`src/rtl/vga_sync_decoder_if.sv`:
```
// Video sync inputs and recovered-coordinate outputs of the VGA sync decoder.
// Err_Cnt is present only when VGA_SYNC_DECODER_ERRCNT_EN is defined.
interface vga_sync_decoder_if;
    logic       VGA_HS;
    logic       VGA_VS;
    logic       VGA_BLANK_N;
    logic [9:0] Rx_X;
    logic [9:0] Rx_Y;
    logic       Rx_Active;
    logic       Locked;
    logic       Frame_Start;
    logic       Sync_Err;
    logic       Blank_Err;
`ifdef VGA_SYNC_DECODER_ERRCNT_EN
    logic [7:0] Err_Cnt;
`endif

    modport master (
        output VGA_HS, VGA_VS, VGA_BLANK_N,
`ifdef VGA_SYNC_DECODER_ERRCNT_EN
        input  Err_Cnt,
`endif
        input  Rx_X, Rx_Y, Rx_Active, Locked, Frame_Start, Sync_Err, Blank_Err
    );

    modport slave (
        input  VGA_HS, VGA_VS, VGA_BLANK_N,
`ifdef VGA_SYNC_DECODER_ERRCNT_EN
        output Err_Cnt,
`endif
        output Rx_X, Rx_Y, Rx_Active, Locked, Frame_Start, Sync_Err, Blank_Err
    );
endinterface

```
`src/rtl/vga_sync_decoder.sv`:
```
// Sink-side VGA sync decoder: locks to HS/VS, recovers X/Y and flags raster violations.
// Define VGA_SYNC_DECODER_ERRCNT_EN to add the saturating Err_Cnt output.
//
// state  | meaning
// HUNT_H | waiting for an HS fall to align X
// HUNT_V | X aligned, waiting for a VS fall to align Y
// LOCKED | aligned; every sync edge and BLANK_N is checked
module vga_sync_decoder #(
    parameter int H_TOTAL      = 800,
    parameter int V_TOTAL      = 525,
    parameter int H_ACTIVE     = 640,
    parameter int V_ACTIVE     = 480,
    parameter int H_SYNC_START = 656,
    parameter int H_SYNC_END   = 752,
    parameter int V_SYNC_START = 490
) (
    input  logic              Clk,
    input  logic              Reset_N,
    input  logic              Pix_En,
    vga_sync_decoder_if.slave bus
);
    localparam logic [9:0] HT_LAST = 10'(H_TOTAL - 1);
    localparam logic [9:0] VT_LAST = 10'(V_TOTAL - 1);
    localparam logic [9:0] HA      = 10'(H_ACTIVE);
    localparam logic [9:0] VA      = 10'(V_ACTIVE);
    localparam logic [9:0] HSS     = 10'(H_SYNC_START);
    localparam logic [9:0] HSE     = 10'(H_SYNC_END);
    localparam logic [9:0] VSS     = 10'(V_SYNC_START);

    typedef enum logic [1:0] {
        HUNT_H = 2'd0,
        HUNT_V = 2'd1,
        LOCKED = 2'd2
    } state_t;

    state_t     state, state_d;
    logic       s1_hs, s1_vs, s1_bn, s2_hs, s2_vs;
    logic       hs_fall, hs_rise, vs_fall;
    logic [9:0] rx_x, rx_y, x_inc, y_inc, x_d, y_d;
    logic       sync_err, blank_err, sync_err_d, blank_err_d;

    always_ff @(posedge Clk or negedge Reset_N) begin
        if (!Reset_N) begin
            s1_hs <= 1'b1;
            s1_vs <= 1'b1;
            s1_bn <= 1'b0;
            s2_hs <= 1'b1;
            s2_vs <= 1'b1;
        end else if (Pix_En) begin
            s1_hs <= bus.VGA_HS;
            s1_vs <= bus.VGA_VS;
            s1_bn <= bus.VGA_BLANK_N;
            s2_hs <= s1_hs;
            s2_vs <= s1_vs;
        end
    end

    always_ff @(posedge Clk or negedge Reset_N) begin
        if (!Reset_N)
            state <= HUNT_H;
        else if (Pix_En)
            state <= state_d;
    end

    always_ff @(posedge Clk or negedge Reset_N) begin
        if (!Reset_N) begin
            rx_x      <= '0;
            rx_y      <= '0;
            sync_err  <= 1'b0;
            blank_err <= 1'b0;
        end else if (Pix_En) begin
            rx_x      <= x_d;
            rx_y      <= y_d;
            sync_err  <= sync_err_d;
            blank_err <= blank_err_d;
        end
    end

    // x_inc/y_inc are the coordinates of the sample now sitting in s1
    always_comb begin
        hs_fall = s2_hs & ~s1_hs;
        hs_rise = ~s2_hs & s1_hs;
        vs_fall = s2_vs & ~s1_vs;
        x_inc   = (rx_x == HT_LAST) ? 10'd0 : rx_x + 10'd1;
        if (rx_x == HT_LAST)
            y_inc = (rx_y == VT_LAST) ? 10'd0 : rx_y + 10'd1;
        else
            y_inc = rx_y;
    end

    always_comb begin
        state_d     = state;
        x_d         = x_inc;
        y_d         = y_inc;
        sync_err_d  = 1'b0;
        blank_err_d = 1'b0;
        case (state)
            HUNT_H: begin
                if (hs_fall) begin
                    x_d     = HSS;
                    state_d = HUNT_V;
                end
            end
            HUNT_V: begin
                if (vs_fall) begin
                    if (x_inc == 10'd0) begin
                        x_d     = 10'd0;
                        y_d     = VSS;
                        state_d = LOCKED;
                    end else begin
                        sync_err_d = 1'b1;
                        state_d    = HUNT_H;
                    end
                end else if (hs_fall && (x_inc != HSS)) begin
                    sync_err_d = 1'b1;
                    x_d        = HSS;
                end
            end
            LOCKED: begin
                // a missing HS fall at HSS is as much a violation as a misplaced one
                if ((hs_fall != (x_inc == HSS)) ||
                    (hs_rise && (x_inc != HSE)) ||
                    (vs_fall && !((x_inc == 10'd0) && (y_inc == VSS)))) begin
                    sync_err_d = 1'b1;
                    state_d    = HUNT_H;
                end
                blank_err_d = s1_bn != ((x_inc < HA) && (y_inc < VA));
            end
            default: state_d = HUNT_H;
        endcase
    end

    always_comb begin
        bus.Rx_X        = rx_x;
        bus.Rx_Y        = rx_y;
        bus.Locked      = (state == LOCKED);
        bus.Rx_Active   = (state == LOCKED) && (rx_x < HA) && (rx_y < VA);
        bus.Frame_Start = (state == LOCKED) && (rx_x == 10'd0) && (rx_y == 10'd0);
        bus.Sync_Err    = sync_err;
        bus.Blank_Err   = blank_err;
    end

`ifdef VGA_SYNC_DECODER_ERRCNT_EN
    logic [7:0] err_cnt;
    logic [8:0] err_sum;

    assign err_sum = {1'b0, err_cnt} + {8'd0, sync_err_d} + {8'd0, blank_err_d};

    always_ff @(posedge Clk or negedge Reset_N) begin
        if (!Reset_N)
            err_cnt <= '0;
        else if (Pix_En)
            err_cnt <= err_sum[8] ? 8'hFF : err_sum[7:0];
    end

    assign bus.Err_Cnt = err_cnt;
`endif
endmodule

```
`src/flat_wrapper.sv`:
```
// flat-port wrapper written by rule: the top's interface ports become plain ports
module vga_sync_decoder_flat 
#(
    parameter int H_TOTAL      = 800,
    parameter int V_TOTAL      = 525,
    parameter int H_ACTIVE     = 640,
    parameter int V_ACTIVE     = 480,
    parameter int H_SYNC_START = 656,
    parameter int H_SYNC_END   = 752,
    parameter int V_SYNC_START = 490
)
  (Clk, Reset_N, Pix_En, bus_VGA_HS, bus_VGA_VS, bus_VGA_BLANK_N, bus_Rx_X, bus_Rx_Y, bus_Rx_Active, bus_Locked, bus_Frame_Start, bus_Sync_Err, bus_Blank_Err);
  vga_sync_decoder_if bus_i ();
  input  logic Clk;
  input  logic Reset_N;
  input  logic Pix_En;
  input wire logic [$bits(bus_i.VGA_HS)-1:0] bus_VGA_HS;
  input wire logic [$bits(bus_i.VGA_VS)-1:0] bus_VGA_VS;
  input wire logic [$bits(bus_i.VGA_BLANK_N)-1:0] bus_VGA_BLANK_N;
  output wire logic [$bits(bus_i.Rx_X)-1:0] bus_Rx_X;
  output wire logic [$bits(bus_i.Rx_Y)-1:0] bus_Rx_Y;
  output wire logic [$bits(bus_i.Rx_Active)-1:0] bus_Rx_Active;
  output wire logic [$bits(bus_i.Locked)-1:0] bus_Locked;
  output wire logic [$bits(bus_i.Frame_Start)-1:0] bus_Frame_Start;
  output wire logic [$bits(bus_i.Sync_Err)-1:0] bus_Sync_Err;
  output wire logic [$bits(bus_i.Blank_Err)-1:0] bus_Blank_Err;
  assign bus_i.VGA_HS = bus_VGA_HS;
  assign bus_i.VGA_VS = bus_VGA_VS;
  assign bus_i.VGA_BLANK_N = bus_VGA_BLANK_N;
  assign bus_Rx_X = bus_i.Rx_X;
  assign bus_Rx_Y = bus_i.Rx_Y;
  assign bus_Rx_Active = bus_i.Rx_Active;
  assign bus_Locked = bus_i.Locked;
  assign bus_Frame_Start = bus_i.Frame_Start;
  assign bus_Sync_Err = bus_i.Sync_Err;
  assign bus_Blank_Err = bus_i.Blank_Err;
  vga_sync_decoder #(.H_TOTAL(H_TOTAL), .V_TOTAL(V_TOTAL), .H_ACTIVE(H_ACTIVE), .V_ACTIVE(V_ACTIVE), .H_SYNC_START(H_SYNC_START), .H_SYNC_END(H_SYNC_END), .V_SYNC_START(V_SYNC_START)) u_core (.Clk(Clk), .Reset_N(Reset_N), .Pix_En(Pix_En), .bus(bus_i));
endmodule
```
`config.mk`:
```
export PLATFORM = sky130hd
export DESIGN_NAME = vga_sync_decoder_flat
export DESIGN_NICKNAME = d
export VERILOG_FILES = /design/src/rtl/vga_sync_decoder_if.sv /design/src/rtl/vga_sync_decoder.sv /design/src/flat_wrapper.sv
export SDC_FILE = /design/constraint.sdc
export NUM_CORES = 1
export LEC_CHECK = 0
export BUFFER_PORTS_ARGS = -buffer_cell sky130_fd_sc_hd__buf_4
export CAP_MARGIN = 20
export CORE_ASPECT_RATIO = 0.5
export CORE_MARGIN = 10
export CORE_UTILIZATION = 25
export DETAILED_ROUTE_END_ITERATION = 16
export PLACE_DENSITY = 0.46
export SLEW_MARGIN = 20
export SYNTH_ARGS = -nofsm -noshare
export SYNTH_HDL_FRONTEND = slang
export SYNTH_SLANG_ARGS = --single-unit
```
`constraint.sdc`:
```
create_clock -name Clk -period 6.85 [get_ports Clk]
set_input_delay 0 -clock Clk [delete_from_list [all_inputs] [get_ports Clk]]
set_output_delay 0 -clock Clk [all_outputs]
set_load 0.005 [all_outputs]
```
==> results by group <==
Run status
  • Status: completed

GRT
  • Initial antenna violation count: 0
  • Vias in the first global route: 2149
  • Overflow left after global routing: 0
  • First-pass GRT wire length: 11.6 mm
  • Largest net degree at the start of global routing: 42
  • Global router's overall resource usage: 0.103

Drt
  • Post-route ant nets: 0
  • Routed vias/inst: 5.30
  • Remaining DRCs: 0
  • Wirelength per Cell: 16.8 um
  • Via count: 2220
  • 1st-pass router iterations: 4
  • 1st-iter DRT viols: 116
  • Total wire length: 7.04 mm

STA
  • Final worst-path setup slack: 3.40 ns
  • Fin. Hold Viols: 0
  • Crit path time final: 3.45 ns
  • RSZ-0062 raised after global routing: false
  • Highest clock rate: 290 MHz
  • Final Cycle Share: 0.503
  • Setup TNS: 0 ns
  • Max Slew Vio Count: 0
  • Min Hold Slack: 0.157 ns
  • Slew HR: 0.451
  • Worst Skew: 0.00503 ns
  • Least-Margin Pin Slew: 0.813 ns
  • Setup violations, final: 0

Synthesis
  • Syn_nets: 293
  • Yosys warns: 0
  • Cells after synthesis: 279
  • Synthesized area: 2340 sq um
  • Post-Synth Simple-Gate Area: 0.283
  • Async SR Flop Fraction: 1.00
  • Complex-gate fraction of the synthesized area: 0.232
  • Yosys cell types: 64
  • Number of flops mapped to enable cells by yosys: 0
  • Mux contribution to synthesized area: 0.0432
  • Sequential area share after synthesis: 0.312
  • Largest family of logic cells by synthesized area: simple AND/OR/NAND/NOR gates
  • Top cells by count, synth: nand2_1 (29), dfrtp_1 (25), inv_1 (15), nand3_1 (15), o21ai_0 (13)
  • Xor/xnor share of the synthesized area: 0.0224
  • Most common cell in the synthesized netlist: nand2_1
  • Synth area leaders: dfrtp_1 (27%), nand2_1 (4.6%), dfstp_2 (4.5%)
  • Synth Area in Adders: 0.0427
  • Yosys reg bits: 29
  • Leading area contributor after synthesis: dfrtp_1
  • Synth Flop Type: dfrtp_1
  • Syn Area/Cell: 8.40 sq um
  • Yosys top cell area share: 0.267

Placed design
  • Pre-CTS WS: 3.46 ns
  • Dpl cell area: 2620 sq um
  • Routability Congestion: 0.884
  • DP Wirelength: 5.12 mm
  • Buffers on Ports: 30

Floorplan
  • Die Y: 88.5 um
  • Core area: 8920 sq um
  • Initial core utilization: 0.263
  • FP Rows: 24
  • Die W: 157 um
  • Io pins: 31
  • Total die area: 13900 sq um

Critical path
  • Critical path capture point type: register
  • Crit Path Max Fanout: 7
  • Slowest CP cell: o41ai_1
  • Worst Path Arrival: 3.61 ns
  • Cell family with most CP delay: simple AND/OR/NAND/NOR gates
  • Most frequent cell on the critical path: ha_1
  • Critical path, cell by cell: ha_1 > nand4_1 > or4_1 > nand3_1 > nor3_1 > nand2_1 > ha_1 > o31ai_1 > o41ai_1 > a31oi_4 > mux2_4
  • CP Launch Type: register
  • Crit path required time: 7.01 ns
  • Number of buffers and inverters on the critical path: 0
  • CP peak stage delay: 0.68 ns
  • CP startpoint: u_core.bus.Rx_X[0]$_DFFE_PN0P_
  • Worst r2r src: u_core.bus.Rx_X[0]$_DFFE_PN0P_
  • Setup Crit Path Kind: reg -> reg

Layout
  • Final #Nets: 315
  • Share of cells above drive strength 1: 0.189
  • ANT cells: 0
  • Layout fillers: 944
  • Fin area: 2820 sq um
  • Area grow syn2layout: 20.2%

Clocking
  • CTS Buf Count: 5
  • Clock root buffer: clkbuf_16
  • Max clock buf depth: 2
  • CTS tree: done
  • H-tree depth: 2
  • CTS Hold Bufs: 4
  • Worst-path clk slew: 0.05 ns
  • Worst-Skew Late Latency: 0.28 ns
  • CTS-repair resized insts: 0
  • Setup bufs post-CTS: 0
  • Clk sinks: 29

Worst hold path
  • Worst hold start: Pix_En
  • Hold WC Path Type: in -> reg

Power
  • PD cells: 250 nW/um^2
  • Max VDD drop: 0.0828 mV
  • Total power: 0.704 mW
  • LEAKAGE: 1.12 nW

Flow run
  • Max-cap viol count: 0
==> area by class of cell <==
class | count | area (sq um) | area share
Multi-Input combinational cell | 216 | 1460 | 0.519
Sequential cell | 29 | 731 | 0.259
Timing Repair Buffer | 34 | 265 | 0.0941
Clock buffer | 7 | 153 | 0.0541
Tap cell | 117 | 146 | 0.0519
Inverter | 15 | 56.3 | 0.0200
Clock inverter | 1 | 5.00 | 0.00178
==> power by group <==
group / internal [mW] / switching (mW) / leakage (nW)
combinational: 0.101 / 0.124 / 0.695
sequential: 0.197 / 0.0483 / 0.349
clock: 0.154 / 0.0802 / 0.0799
==> worst reg2reg max path, stage by stage, from the launching register on <==
cell and delay (ns):
dfrtp_1 0.44, ha_1 0.31, nand4_1 0.32, or4_1 0.52
nand3_1 0.19, nor3_1 0.07, nand2_1 0.08, ha_1 0.14
o31ai_1 0.07, o41ai_1 0.68, a31oi_4 0.18, mux2_4 0.33
==> metrics by stage <==
| stage | cells | utilization |
|---|---|---|
| finish | 419 | 0.316 |
| detailed placement | 407 | 0.294 |
| global placement | 407 | 0.294 |
| floorplan | 279 | - |
| global route | 419 | 0.316 |
| CTS | 419 | 0.316 |
==> cells in the final DEF, fill, tap and decap left out, drive strengths merged, types with 2 or more instances in the layout <==
master and n:
clkbuf 7, nand2b 4, nor3b 2, o21ai 25
nand4 7, a21oi 10, a2111oi 2, ha 8
dfstp 4, xor2 4, nor2 10, a21o 4
a31o 2, inv 15, nand3b 2, xnor2 2
o31ai 3, and2 4, dfrtp 25, nor2b 6
nand2 30, and3 10, or4 3, or3 6
mux2i 3, nand3 15, a31oi 5, o22ai 2
buf 30, and4 4, nor3 5, dlygate4sd3 4
nor4 6, mux2 6, o2111ai 3, a211oi 3
o2111a 2, o41ai 2, nor4b 2
==> routing by layer <==
metal,track usage,vias to the layer above,wire length [um]
met5,0,-,0
met4,0.0281,0,69
met3,0.0237,6,337
met2,0.158,48,3100
met1,0.142,1079,3540
li1,-,1087,-
==> worst paths after layout <==
check / endpoint / slack, ns / cells after the start
min in group asynchronous: u_core.state[1]$_DFFE_PN0P_ / 0.19 / 2
worst max-delay path: u_core.state[0]$_DFFE_PN0P_ / 3.40 / 11
worst min register to register: u_core.bus.Sync_Err$_DFFE_PN0P_ / 0.50 / 1
worst max register to register: u_core.state[0]$_DFFE_PN0P_ / 3.40 / 11
max in group asynchronous: u_core.s2_hs$_DFFE_PN1P_ / 6.34 / 2
worst min-delay path: u_core.s1_hs$_DFFE_PN1P_ / 0.16 / 3
==> cells by family after synthesis <==
logic type,after synthesis
AND/OR/NAND/NOR,118
adder cells (fa/ha/maj),8
flip-flops,29
AO/OA/AOI/OAI,75
XOR/XNOR,6
multiplexers,9
buffers and inverters,34
==> registers in the layout, summed over array words and instances (netlist names) <==
name / flops
u_core.bus.Blank_Err: 1
u_core.bus.Rx_X: 10
u_core.bus.Rx_Y: 10
u_core.bus.Sync_Err: 1
u_core.s1_bn: 1
u_core.s1_hs: 1
u_core.s1_vs: 1
u_core.s2_hs: 1
u_core.s2_vs: 1
u_core.state: 2
Note: power is estimated with default switching activity, not from simulation.
